--- src/rtl/multi_pkg.sv ---
// multi_pkg
// Shared definitions for the parametrised shift-add multiplier:
//   state_e  - FSM state encoding (IDLE, CALC, DONE)
//   NEG_W    - widest product the negate helper covers (products up to 256 bits,
//              i.e. operands up to 128 bits)
//   negate2c - two's-complement negate, truncated by the caller to its own width
package multi_pkg;

  typedef enum logic [1:0] {
    IDLE = 2'd0,
    CALC = 2'd1,
    DONE = 2'd2
  } state_e;

  localparam int NEG_W = 256;

  // Negation modulo 2^NEG_W; its low bits equal the negation at any narrower
  // width, so callers cast the result down to their product width.
  function automatic logic [NEG_W-1:0] negate2c(input logic [NEG_W-1:0] value);
    return ~value + NEG_W'(1);
  endfunction

endpackage

--- src/rtl/multi_sgnmag.sv ---
// multi_sgnmag
// Combinational conversion of a WIDTH-bit operand into sign and magnitude.
// Ports:
//   signed_mode_i - 1: operand is two's complement, 0: operand is unsigned
//   operand_i     - raw operand
//   sign_o        - 1 when the operand is negative (signed mode only)
//   magnitude_o   - absolute value as an unsigned WIDTH-bit number
module multi_sgnmag #(
  parameter int WIDTH = 32
) (
  input  logic             signed_mode_i,
  input  logic [WIDTH-1:0] operand_i,
  output logic             sign_o,
  output logic [WIDTH-1:0] magnitude_o
);

  // The most negative value negates to itself, which read as unsigned is
  // exactly its magnitude, so no extra bit is needed.
  always_comb begin
    sign_o      = signed_mode_i & operand_i[WIDTH-1];
    magnitude_o = sign_o ? (~operand_i + WIDTH'(1)) : operand_i;
  end

endmodule

--- src/rtl/multi_param.sv ---
// multi_param
// Sequential shift-add multiplier, one multiplier bit per cycle, with optional
// early termination, signed/unsigned operands, busy flag and abort.
// Ports:
//   clock       - rising-edge clock
//   reset_n     - asynchronous active-low reset
//   start       - request, accepted only while idle and not busy
//   signed_mode - operand interpretation, captured with start
//   abort       - cancels an operation while it is calculating
//   mlier/mcand - multiplier and multiplicand, captured with start
//   product     - 2*WIDTH-bit result, held until the next valid
//   valid       - one-cycle pulse when product is updated
//   busy        - high from the cycle after start through the valid cycle
module multi_param
  import multi_pkg::*;
#(
  parameter int WIDTH      = 32,
  parameter bit EARLY_TERM = 1'b1
) (
  input  logic               clock,
  input  logic               reset_n,
  input  logic               start,
  input  logic               signed_mode,
  input  logic               abort,
  input  logic [WIDTH-1:0]   mlier,
  input  logic [WIDTH-1:0]   mcand,
  output logic [2*WIDTH-1:0] product,
  output logic               valid,
  output logic               busy
);

  localparam int PW = 2 * WIDTH;
  localparam int CW = $clog2(WIDTH + 1);

  state_e          state_q;
  logic [WIDTH-1:0] rem_q;
  logic [PW-1:0]   mcandSh_q;
  logic [PW-1:0]   acc_q;
  logic [CW-1:0]   count_q;
  logic            neg_q;
  logic [PW-1:0]   product_q;
  logic            valid_q;
  logic            busy_q;

  logic             mlierSign;
  logic             mcandSign;
  logic [WIDTH-1:0] mlierMag;
  logic [WIDTH-1:0] mcandMag;

  logic [WIDTH-1:0] rem_d;
  logic [PW-1:0]    mcandSh_d;
  logic [PW-1:0]    acc_d;
  logic [CW-1:0]    count_d;
  logic [PW-1:0]    result_d;
  logic             calcDone;

  multi_sgnmag #(.WIDTH(WIDTH)) uMlierSgnMag (
    .signed_mode_i (signed_mode),
    .operand_i     (mlier),
    .sign_o        (mlierSign),
    .magnitude_o   (mlierMag)
  );

  multi_sgnmag #(.WIDTH(WIDTH)) uMcandSgnMag (
    .signed_mode_i (signed_mode),
    .operand_i     (mcand),
    .sign_o        (mcandSign),
    .magnitude_o   (mcandMag)
  );

  // One shift-add step of the datapath plus the termination test. Early
  // termination looks at the already-shifted multiplier so the step that
  // consumes the last set bit is also the last CALC cycle; a zero
  // multiplicand can never add anything, so it also ends the operation.
  always_comb begin
    acc_d     = rem_q[0] ? (acc_q + mcandSh_q) : acc_q;
    rem_d     = rem_q >> 1;
    mcandSh_d = mcandSh_q << 1;
    count_d   = count_q + CW'(1);
    calcDone  = (count_d == CW'(WIDTH));
    if (EARLY_TERM) begin
      calcDone = calcDone | (rem_d == '0) | (mcandSh_q == '0);
    end
    // A zero result keeps its zero encoding even when the sign is negative.
    result_d = (neg_q && (acc_q != '0)) ? PW'(negate2c(NEG_W'(acc_q))) : acc_q;
  end

  // FSM with registered outputs. busy_q stays high through the valid cycle
  // (which the FSM already spends in IDLE) and that cycle refuses start,
  // leaving one non-busy cycle before the next operation can be accepted.
  always_ff @(posedge clock or negedge reset_n) begin
    if (!reset_n) begin
      state_q   <= IDLE;
      rem_q     <= '0;
      mcandSh_q <= '0;
      acc_q     <= '0;
      count_q   <= '0;
      neg_q     <= 1'b0;
      product_q <= '0;
      valid_q   <= 1'b0;
      busy_q    <= 1'b0;
    end else begin
      valid_q <= 1'b0;
      unique case (state_q)
        IDLE: begin
          busy_q <= 1'b0;
          if (!busy_q && start && !abort) begin
            rem_q     <= mlierMag;
            mcandSh_q <= PW'(mcandMag);
            acc_q     <= '0;
            count_q   <= '0;
            neg_q     <= mlierSign ^ mcandSign;
            busy_q    <= 1'b1;
            state_q   <= CALC;
          end
        end
        CALC: begin
          if (abort) begin
            busy_q  <= 1'b0;
            state_q <= IDLE;
          end else begin
            acc_q     <= acc_d;
            rem_q     <= rem_d;
            mcandSh_q <= mcandSh_d;
            count_q   <= count_d;
            if (calcDone) begin
              state_q <= DONE;
            end
          end
        end
        DONE: begin
          product_q <= result_d;
          valid_q   <= 1'b1;
          state_q   <= IDLE;
        end
        default: begin
          state_q <= IDLE;
        end
      endcase
    end
  end

  assign product = product_q;
  assign valid   = valid_q;
  assign busy    = busy_q;

endmodule
--- config.mk ---
export PLATFORM = sky130hd
export DESIGN_NAME = multi_param
export DESIGN_NICKNAME = d
export VERILOG_FILES = /design/src/rtl/multi_pkg.sv /design/src/rtl/multi_sgnmag.sv /design/src/rtl/multi_param.sv
export SDC_FILE = /design/constraint.sdc
export NUM_CORES = 1
export LEC_CHECK = 0
export BUFFER_PORTS_ARGS = -buffer_cell sky130_fd_sc_hd__buf_2
export CAP_MARGIN = 25
export CORE_MARGIN = 2
export CORE_UTILIZATION = 55
export DETAILED_ROUTE_END_ITERATION = 10
export HOLD_SLACK_MARGIN = 0.05
export PLACE_DENSITY = 0.77
export SLEW_MARGIN = 20
export SYNTH_ARGS = -nofsm -noshare
export SYNTH_HDL_FRONTEND = slang
export SYNTH_SLANG_ARGS = --single-unit
--- constraint.sdc ---
create_clock -name clock -period 3.8 [get_ports clock]
set_input_delay 0.38 -clock clock [delete_from_list [all_inputs] [get_ports clock]]
set_output_delay 0.38 -clock clock [all_outputs]
set_load 0.03 [all_outputs]
==> flow_summary.yaml <==
floorplan:
  fp.dieArea_um2: 30000
  initial_core_util: 0.563
  placementRows: 61
  chip_width_um: 173
  core_area_um2: 28000
  ios: 135
  die_height_um: 173
yosys:
  synthArstFlopShare: 1.00
  synthesis.nets: 2094
  syn_area_per_cell_um2: 8.06
  synth_top_flop_cell: "sky130_fd_sc_hd__dfrtp_1"
  synth_warnings: 0
  synth-seq-area-share: 0.373
  synth.distinct_cells: 68
  total_standard_cell_area_after_synthesis_um2: 15800
  synthCells: 1957
  flop_and_latch_count_out_of_synthesis: 235
  synth-edff-count: 0
power:
  ir_worst_vdd_mv: 0.409
  p_per_area_nw_per_um2: 677
  leakage_nw: 8.52
worst_setup_path:
  cp-endpoint: "product[58]"
  worst_setup_path_startpoint: "acc_q[42]"
  worstSetupStartpointType: "flop"
  worst_r2r_path_depth: 10
  worstSetupEndpointType: "flop"
  worst-path-max-fanout: 6
  crit_required_ns: 4.19
  r2r-start: "acc_q[42]"
  timing.rr.end: "product[58]"
  cp.arrival_ns: 4.14
  reg2reg_slack_ns: 0.04
  path_class: "flop to flop"
routing:
  antenna_left: 0
  detail_route.drc_violations: 0
  wirelength_um: 44700
  detailroute.via_count: 14900
  vias_per_cell: 5.98
  dr.first_iter.drc_count: 1269
  route.detailed.wl_per_inst_um: 17.9
  first_pass_iters: 5
sta:
  period_share: 0.989
  fmaxAchievable_ghz: 0.266
  grt_setup_unrepaired: "yes"
  finalWorstPathRequiredPeriod_ns: 3.76
  final_hold_viol_count: 0
  timing.max_slew.rel_slack: 0.461
  setup_tns_ns: 0
  report.final.slew_viol_count: 0
  worst-slew-pin-transition_ns: 0.798
  total_of_endpoints_with_negative_setup_slack_in_the_final_report: 0
  fin_skew_ns: 0.00822
finish:
  fillCellCount: 2373
  ratio_of_cells_with_drive_above_1_in_the_final_layout: 0.140
  layout.core_utilization: 0.653
  final_common_cell: "sky130_fd_sc_hd__nand2_1"
  flow.area_growth_from_synthesis_pct: 15.9
  design_area_um2: 18300
  most_frequent_cells_in_the_layout: "353 x sky130_fd_sc_hd__nand2_1, 235 x sky130_fd_sc_hd__dfrtp_1, 222 x sky130_fd_sc_hd__o21ai_0"
  layout.cells.non_filler: 2499
  fin_nets: 2237
cts:
  numClockSinks: 235
  tritoncts: "yes"
  ctsRootBufferMaster: "sky130_fd_sc_hd__clkbuf_16"
  clock_latency_ns: 0.53
  tritoncts.num_buffers: 26
  cts.path.max_buffers: 3
  cts.clk_slew.worst_paths_ns: 0.06
  h_tree_levels: 1
global_route:
  number_of_antenna_violations_at_the_first_check_in_global_routing: 1
  grt_util_all_layers: 0.284
  first_global_vias: 13900
  overflow: 0
  grt_pass1_wl_um: 70900
  grt_start_max_net_pins: 114
placed_design:
  place_hpwl_um: 33000
  count_of_input_and_output_buffers: 134
  placed_cell_area_um2: 17200
  globalplace.congestion: 0.945
  place.detailed.instances: 2442
outcome:
  outcome: "finished clean"
flow_run:
  maxcap_violations: 0
min_path:
  worst_hold_path_type: "input port to flop"
## power by group
part | internal (mW) | switching [mW] | total [mW]
combinational | 2.16 | 3.61 | 5.77
clock | 1.54 | 1.00 | 2.54
sequential | 3.28 | 0.784 | 4.07
## sequential cells by signal, summed over array words and instances, names as in the netlist
signal,count
state_q,2
acc_q,64
count_q,6
valid,1
mcandSh_q,64
busy,1
neg_q,1
product,64
rem_q,32
## per-layer routing
layer | global-route usage | vias to the layer above | wire, um
met5 | 0 | - | 0
met2 | 0.438 | 560 | 19700
met4 | 0.0703 | 0 | 1210
met3 | 0.0518 | 77 | 3610
met1 | 0.414 | 7008 | 20200
li1 | - | 7299 | -
## cell usage after synthesis, drive strengths merged (7+ instances only)
library cell    n  area [um2]
nand2         353        1330
o21ai         257        1290
dfrtp         235        5880
a21oi         160         801
nor2          125         469
clkbuf        101         379
xor2           90         788
xnor2          82         718
ha             67         838
nand3          44         220
a21o           43         323
nor4           40         250
nand4          35         219
o31ai          34         269
inv            33         124
nor3           27         135
or3            21         131
a31oi          18         113
o21bai         16         120
or4            16         124
nor2b          15        93.8
o41ai          12         113
and2           11        68.8
o211ai         11        82.6
buf             8        58.8
o21a            8        60.1
a211oi          7        52.6
and3            7        43.8
nand2b          7        43.8
or2             7        43.8
## through the flow
stage / worst slack [ns] / hold WS [ns] / power, mW
after global placement: 0.0669 / 0.438 / 9.43
after CTS: 0.000814 / 0.120 / 12.2
after floorplan: 0.0237 / 0.0844 / 7.84
after detailed placement: -0.0475 / 0.442 / 9.59
after global routing: -0.0437 / 0.163 / 13.2
final: 0.0416 / 0.132 / 12.4
## what timing repair did
action / in CTS / in global routing
endpoints found under the hold margin: 87 / 0
hold buffers: 1 / 0
pin swaps: 0 / 9
resized for setup: 3 / 12
setup buffers: 0 / 1
endpoints found under the setup margin: 14 / 49
cloned: 0 / 5
## worst min path at each step
stage | to | depth (start not counted) | start
floorplan | acc_q[0] | 0 | reset_n
global placement | mcandSh_q[8] | 1 | reset_n
detailed placement | mcandSh_q[8] | 1 | reset_n
CTS | rem_q[31] | 3 | mlier[31]
global route | rem_q[31] | 3 | mlier[31]
finish | rem_q[31] | 3 | mlier[31]
## layout make-up
cell class                 instances  area (um2)  area share
multi-input combinational       1580        9430       0.516
sequential                       235        5880       0.322
timing repair buffer             224        1490      0.0815
clock buffer                      44         830      0.0454
tap                              378         473      0.0259
inverter                          33         124     0.00678
clock inverter                     4        47.5     0.00260
antenna                            1        2.50    0.000137
## cell families (layout without fill, tap and decap cells)
group	Yosys count	after routing	synth area share
and+or+nand+nor	727	727	0.211
AOI/OAI and AO/OA	608	608	0.227
DFF	235	235	0.373
xor gates and xnor gates	172	172	0.0955
buffers and inverters	142	305	0.0356
adders and majority gates	68	68	0.0544
muxes	5	5	0.00317
other	0	1	0
## worst max-delay path, stage by stage (launching register included)
cell and delay [ns]:
sky130_fd_sc_hd__dfrtp_1 0.38, sky130_fd_sc_hd__or4_4 0.53, sky130_fd_sc_hd__or3_4 0.35, sky130_fd_sc_hd__or4b_4 0.53, sky130_fd_sc_hd__or4_4 0.51, sky130_fd_sc_hd__or3_4 0.38
sky130_fd_sc_hd__o31a_4 0.38, sky130_fd_sc_hd__clkbuf_16 0.19, sky130_fd_sc_hd__o21ai_1 0.09, sky130_fd_sc_hd__xor2_1 0.19, sky130_fd_sc_hd__o21ai_1 0.08
No activity file was read; power rests on OpenSTA's default activity.
